===== config.mk =====
export PLATFORM = sky130hd
export DESIGN_NAME = jump_redirect_unit_flat
export DESIGN_NICKNAME = d
export VERILOG_FILES = /design/src/rtl/jump_redirect_unit_if.sv /design/src/rtl/jump_redirect_unit.sv /design/src/flat_wrapper.sv
export SDC_FILE = /design/constraint.sdc
export NUM_CORES = 1
export LEC_CHECK = 0
export ABC_AREA = 1
export BUFFER_PORTS_ARGS = -buffer_cell sky130_fd_sc_hd__buf_4
export CAP_MARGIN = 20
export CORE_MARGIN = 10
export CORE_UTILIZATION = 31
export CTS_BUF_LIST = sky130_fd_sc_hd__clkbuf_16
export CTS_CLUSTER_SIZE = 8
export DETAILED_ROUTE_END_ITERATION = 10
export SYNTH_ARGS = -nofsm -noshare
export SYNTH_HDL_FRONTEND = slang
export SYNTH_SLANG_ARGS = --single-unit

===== constraint.sdc =====
create_clock -name clk -period 1.3 [get_ports clk]
set_input_delay 0.13 -clock clk [delete_from_list [all_inputs] [get_ports clk]]
set_output_delay 0.13 -clock clk [all_outputs]
set_load 0.05 [all_outputs]

===== src/rtl/jump_redirect_unit_if.sv =====
// Bundle of the ID-side jump inputs, the IF redirect handshake and the
// register-file link write port used by jump_redirect_unit.
// The slave modport is the unit's view; the master modport is the view of
// the surrounding pipeline (decoder, PC-select and register file).
interface jump_redirect_unit_if;
    logic        id_valid;
    logic [5:0]  id_opcode;
    logic [25:0] id_instr_index;
    logic [31:0] id_pc_plus4;
    logic        flush_ex;
    logic        redirect_ready;
    logic        redirect_valid;
    logic [31:0] redirect_pc;
    logic        flush_ifid;
    logic        busy;
    logic        link_we;
    logic [4:0]  link_rd;
    logic [31:0] link_data;

    modport slave (
        input  id_valid, id_opcode, id_instr_index, id_pc_plus4,
        input  flush_ex, redirect_ready,
        output redirect_valid, redirect_pc, flush_ifid, busy,
        output link_we, link_rd, link_data
    );

    modport master (
        output id_valid, id_opcode, id_instr_index, id_pc_plus4,
        output flush_ex, redirect_ready,
        input  redirect_valid, redirect_pc, flush_ifid, busy,
        input  link_we, link_rd, link_data
    );
endinterface


===== src/rtl/jump_redirect_unit.sv =====
// Jump redirect unit for the pipelined MIPS core.
// Captures J/JAL from ID, forms the pseudo-direct target
// {PC+4[31:28], instr_index, 2'b00} and hands it to IF over a valid/ready
// redirect handshake. JAL additionally writes the return address to the
// link register in the cycle the redirect is accepted by IF.
// An EX-stage flush aborts a pending jump without any link write.
// Optional feature macro: DELAY_SLOT_EN
//   defined   : delay slot kept, no IF/ID flush, link value is PC+8
//   undefined : one-cycle IF/ID flush, link value is PC+4
module jump_redirect_unit #(
    parameter logic [5:0] J_OPCODE   = 6'b000010,
    parameter logic [5:0] JAL_OPCODE = 6'b000011,
    parameter logic [4:0] LINK_REG   = 5'd31
) (
    input  logic                  clk,
    input  logic                  reset,
    jump_redirect_unit_if.slave   bus
);

    typedef enum logic {
        IDLE     = 1'b0,
        REDIRECT = 1'b1
    } stateT;

    stateT       state;
    stateT       nextState;
    logic [31:0] targetReg;
    logic [31:0] linkReg;
    logic        jalReg;
    logic        isJump;
    logic        accept;
    logic [31:0] linkValue;
`ifndef DELAY_SLOT_EN
    logic        firstReg;
`endif

    // Decode the opcode and pick the return address the link write will carry
    always_comb begin
        isJump = (bus.id_opcode == J_OPCODE) || (bus.id_opcode == JAL_OPCODE);
`ifdef DELAY_SLOT_EN
        linkValue = bus.id_pc_plus4 + 32'd4;
`else
        linkValue = bus.id_pc_plus4;
`endif
    end

    // Next-state and output logic; outputs come from registers except the
    // link write, which is qualified by the live handshake and flush
    always_comb begin
        nextState          = state;
        accept             = 1'b0;
        bus.redirect_valid = 1'b0;
        bus.redirect_pc    = 32'd0;
        bus.flush_ifid     = 1'b0;
        bus.busy           = 1'b0;
        bus.link_we        = 1'b0;
        bus.link_rd        = 5'd0;
        bus.link_data      = 32'd0;
        case (state)
            IDLE: begin
                if (bus.id_valid && isJump && !bus.flush_ex) begin
                    accept    = 1'b1;
                    nextState = REDIRECT;
                end
            end
            REDIRECT: begin
                bus.redirect_valid = 1'b1;
                bus.redirect_pc    = targetReg;
                bus.busy           = 1'b1;
`ifndef DELAY_SLOT_EN
                bus.flush_ifid     = firstReg;
`endif
                if (bus.flush_ex) begin
                    nextState = IDLE;
                end else if (bus.redirect_ready) begin
                    nextState = IDLE;
                    if (jalReg) begin
                        bus.link_we   = 1'b1;
                        bus.link_rd   = LINK_REG;
                        bus.link_data = linkReg;
                    end
                end
            end
            default: begin
                nextState = IDLE;
            end
        endcase
    end

    // State register plus the jump captured at accept time
    always_ff @(posedge clk) begin
        if (reset) begin
            state     <= IDLE;
            targetReg <= 32'd0;
            linkReg   <= 32'd0;
            jalReg    <= 1'b0;
        end else begin
            state <= nextState;
            if (accept) begin
                targetReg <= {bus.id_pc_plus4[31:28], bus.id_instr_index, 2'b00};
                linkReg   <= linkValue;
                jalReg    <= (bus.id_opcode == JAL_OPCODE);
            end
        end
    end

`ifndef DELAY_SLOT_EN
    // Marks the first REDIRECT cycle so the IF/ID flush is a single pulse
    always_ff @(posedge clk) begin
        if (reset) begin
            firstReg <= 1'b0;
        end else begin
            firstReg <= accept;
        end
    end
`endif

endmodule


===== src/flat_wrapper.sv =====
// flat-port wrapper written by rule: the top's interface ports become plain ports
module jump_redirect_unit_flat 
#(
    parameter logic [5:0] J_OPCODE   = 6'b000010,
    parameter logic [5:0] JAL_OPCODE = 6'b000011,
    parameter logic [4:0] LINK_REG   = 5'd31
)
  (clk, reset, bus_id_valid, bus_id_opcode, bus_id_instr_index, bus_id_pc_plus4, bus_flush_ex, bus_redirect_ready, bus_redirect_valid, bus_redirect_pc, bus_flush_ifid, bus_busy, bus_link_we, bus_link_rd, bus_link_data);
  jump_redirect_unit_if bus_i ();
  input  logic clk;
  input  logic reset;
  input wire logic [$bits(bus_i.id_valid)-1:0] bus_id_valid;
  input wire logic [$bits(bus_i.id_opcode)-1:0] bus_id_opcode;
  input wire logic [$bits(bus_i.id_instr_index)-1:0] bus_id_instr_index;
  input wire logic [$bits(bus_i.id_pc_plus4)-1:0] bus_id_pc_plus4;
  input wire logic [$bits(bus_i.flush_ex)-1:0] bus_flush_ex;
  input wire logic [$bits(bus_i.redirect_ready)-1:0] bus_redirect_ready;
  output wire logic [$bits(bus_i.redirect_valid)-1:0] bus_redirect_valid;
  output wire logic [$bits(bus_i.redirect_pc)-1:0] bus_redirect_pc;
  output wire logic [$bits(bus_i.flush_ifid)-1:0] bus_flush_ifid;
  output wire logic [$bits(bus_i.busy)-1:0] bus_busy;
  output wire logic [$bits(bus_i.link_we)-1:0] bus_link_we;
  output wire logic [$bits(bus_i.link_rd)-1:0] bus_link_rd;
  output wire logic [$bits(bus_i.link_data)-1:0] bus_link_data;
  assign bus_i.id_valid = bus_id_valid;
  assign bus_i.id_opcode = bus_id_opcode;
  assign bus_i.id_instr_index = bus_id_instr_index;
  assign bus_i.id_pc_plus4 = bus_id_pc_plus4;
  assign bus_i.flush_ex = bus_flush_ex;
  assign bus_i.redirect_ready = bus_redirect_ready;
  assign bus_redirect_valid = bus_i.redirect_valid;
  assign bus_redirect_pc = bus_i.redirect_pc;
  assign bus_flush_ifid = bus_i.flush_ifid;
  assign bus_busy = bus_i.busy;
  assign bus_link_we = bus_i.link_we;
  assign bus_link_rd = bus_i.link_rd;
  assign bus_link_data = bus_i.link_data;
  jump_redirect_unit #(.J_OPCODE(J_OPCODE), .JAL_OPCODE(JAL_OPCODE), .LINK_REG(LINK_REG)) u_core (.clk(clk), .reset(reset), .bus(bus_i));
endmodule

==> impl_results.md <==
- Initial DRC Count: roughly 170
- Max Freq: 618 MHz
- Clock sink count: approximately 60
- Top post-synthesis cells by area: dfxtp_1, nor2_1, inv_1
- Placed instance count: 797
- Period Utilization, post-route: 125%
- Crit. Startpoint: u_core.jalReg
- Required time of the critical path: 1.17 ns
- Finish-stage setup viols: 130
- Maximum vdd drop: 0.663 mV
- Fill cells: roughly 870
- Final std cells w/o fill: 847
- Chip Width: 122 µm
- Drt drc: 0
- Fin nets: between 700 and 800
- RR Endpoint: u_core.linkReg[1]
- Total Routing Usage GR: 14.0%
- Number of antenna diodes: 0
- Seq/Total Area, Yosys: between 30% and 40%
- WS Path Type: flop to output pin
- First-pass GRT wire length: 17.0 mm
- RSZ-0062 raised after global routing: yes
- CTS Buffer Depth: 2
- Sw Ratio: 25.5%
- Critical path peak fanout: 6
- Critical R2R Launch: u_core.state
- Final Slew Violations: 0
- Met1 wire length: between 5 and 6 mm
- Post-synth ARST share: 0%
- Synth cell types: 17
- R2R depth: 11
- Share of layout cells above drive strength 1: 47.4%
- Avg Vias per Cell: 4.46
- PD cells: 710 mW/mm²
- EDFF count, synth: 0
- Internal Pwr Total: 3.44 mW
- Arrival time worst endpoint: 1.49 ns
- H-tree levels: 3
- Antenna violations before repair: 0
- Area of the mapped netlist: 0.00323 mm²
- DR vias: 3,777
- Total wire length: 13.3 mm
- Net switching power: approximately 1.2 mW
- Die area: 0.0149 mm²
- Clock Power Share: 47.6%
- Met3 wire length: 905 µm
- Clock Latency Late Sink: 0.32 ns
- Largest area contributor in the netlist: dfxtp_1
- Top-area cell type share of the netlist area: 37.9%
- Startpoint types: flop
- Gr ovfl total: 0
- Num ports: approximately 140
- Hold WC Path Type: input pin to flop
- Layout area overhead: 102%
- Sum Neg Setup Slack: -30.80 ns
- Post-DRT Antenna Nets: 0
- Final setup margin: -0.319 ns
- Wire per inst: ~16 µm
- Crit end category: output pin
- Num CTS Buffers: 9
- Synth Warn #: 0
- Detailed placement HPWL: 7.35 mm
- Gate Count Post-Synth: 549
- Combinational fraction of design power: 11.4%
- Failing checks: negative setup slack
- Flop and latch count out of synthesis: ~60
- Largest net degree at the start of global routing: 44
- First drt pass iteration count: 4
- Fin crit period: 1.62 ns
- GP Congestion: 0.752
- Top-count cell post-synth: nor2_1
- Post-synth top flop: dfxtp_1
- Sequential share of power: 40.9%
- Post-Place Setup Slack: -0.0464 ns
- Vias in the first global route: between 3,000 and 4,000
- Port buffer count: 139
- Worst-path clk slew: ~0.060 ns
- Core area: between 0.01 and 0.015 mm²
- Max layer used: met4
- Routed wl met2: 6.95 mm
- Final core occ: between 60% and 70%
- Root buffer cell: clkbuf_16
- R2r setup slk: -0.30 ns
- FP Rows: 37
- Hold Vio Cnt, Final: 0
- Lkg Pwr: 3.15 nW
- Max Cap Viol: 0
- Clk_skew: 0.00556 ns
- Critical Path Sink: bus_link_we
- Initial Utilization: 31.5%
- CTS tree: yes
- Syn_area_per_cell: 5.88 µm²
- Outcome: complete, but fails checks
- Die height: 122 µm
- Top cells by count, synth: nor2_1, inv_1, nand2_1, dfxtp_1, nand3_1
==> logic make-up after synthesis <==
group	count (synthesis)	synth area share, %
simple gates	317	39.8
buf+inv	169	22.0
flops	61	37.9
compound gates	1	0.155
other cells	1	0.116
==> cell usage in the layout (no fill, tap or decap) <==
cell | Yosys | layout
nand3_2 | 1 | 29
clkbuf_16 | 0 | 23
buf_6 | 3 | 31
dlygate4sd3_1 | 0 | 1
nand3_4 | 0 | 2
buf_16 | 0 | 2
buf_12 | 0 | 14
nor2_1 | 155 | 119
nand2_2 | 0 | 1
buf_8 | 0 | 41
inv_1 | 127 | 96
nand2_4 | 0 | 32
nand4_1 | 1 | 1
buf_4 | 9 | 81
clkinv_2 | 0 | 1
clkinvlp_4 | 0 | 35
nand2_1 | 97 | 64
conb_1 | 1 | 2
inv_2 | 3 | 2
nor2_2 | 1 | 7
nand3_1 | 61 | 31
clkinv_4 | 0 | 2
dfxtp_4 | 0 | 1
dfxtp_1 | 61 | 60
clkinv_8 | 0 | 1
nor2_4 | 1 | 31
a21oi_2 | 0 | 1
==> state kept, by name, indices dropped and copies added (netlist names) <==
name              count
u_core.targetReg     27
u_core.state          1
u_core.firstReg       1
u_core.jalReg         1
u_core.linkReg       31
==> stage by stage <==
| step | hold slack, ns | cell area [µm²] | power [mW] |
|---|---|---|---|
| 2_1_floorplan | 0.189 | 3580 | 2.12 |
| 3_3_place_gp | 0.311 | 4680 | 2.33 |
| 3_5_place_dp | 0.307 | 4680 | 2.33 |
| 4_1_cts | 0.0645 | 5440 | 4.52 |
| 5_1_grt | 0.0913 | 6510 | 4.77 |
| 6_report | 0.0748 | 6510 | 4.62 |
==> critical path: stages (launching register included) <==
cell	delay, ns
dfxtp_1	0.34
nand4_1	0.15
buf_6	0.20
buf_12	0.14
clkinvlp_4	0.11
buf_4	0.22
==> power groups by stage <==
stage | logic, mW | registers [mW] | clock network, mW
after floorplan | 0.191 | 1.93 | 0
after global placement | 0.397 | 1.93 | 0
after detailed placement | 0.400 | 1.93 | 0
after CTS | 0.408 | 1.89 | 2.22
after global routing | 0.572 | 1.89 | 2.30
final | 0.529 | 1.89 | 2.20
==> metal layers <==
layer	global-route usage [%]	up-vias
met3	3.56	21
met1	15.9	1741
met5	0	-
met4	4.62	0
met2	24.9	133
li1	-	1882
==> layout make-up <==
cell class,count,area [µm²],share of cell area [%]
flip-flops and latches,61,1220,18.8
multi-input cells,320,1950,30.0
well taps,136,170,2.61
inverters,130,617,9.48
clock buffers,9,225,3.46
repair buffers,184,2270,34.9
clock inverters,7,52.6,0.808
==> how the worst min path moves through the flow <==
stage	startpoint	endpoint	slack, ns	cells after the start
after detailed placement	reset	u_core.state	0.31	2
after floorplan	reset	u_core.state	0.19	1
final	bus_redirect_ready	u_core.state	0.07	4
after CTS	bus_redirect_ready	u_core.state	0.06	4
after global placement	reset	u_core.state	0.31	2
after global routing	bus_redirect_ready	u_core.state	0.09	4
==> what timing repair did <==
action,4_1_cts,5_1_grt
gates resized for setup,109,135
gates cloned,3,20
buffers inserted,3,8
hold buffers,1,0
setup endpoints to repair,69,130
pin swaps,4,71
hold endpoints to repair,2,0
(Power assumes the default switching activity.)
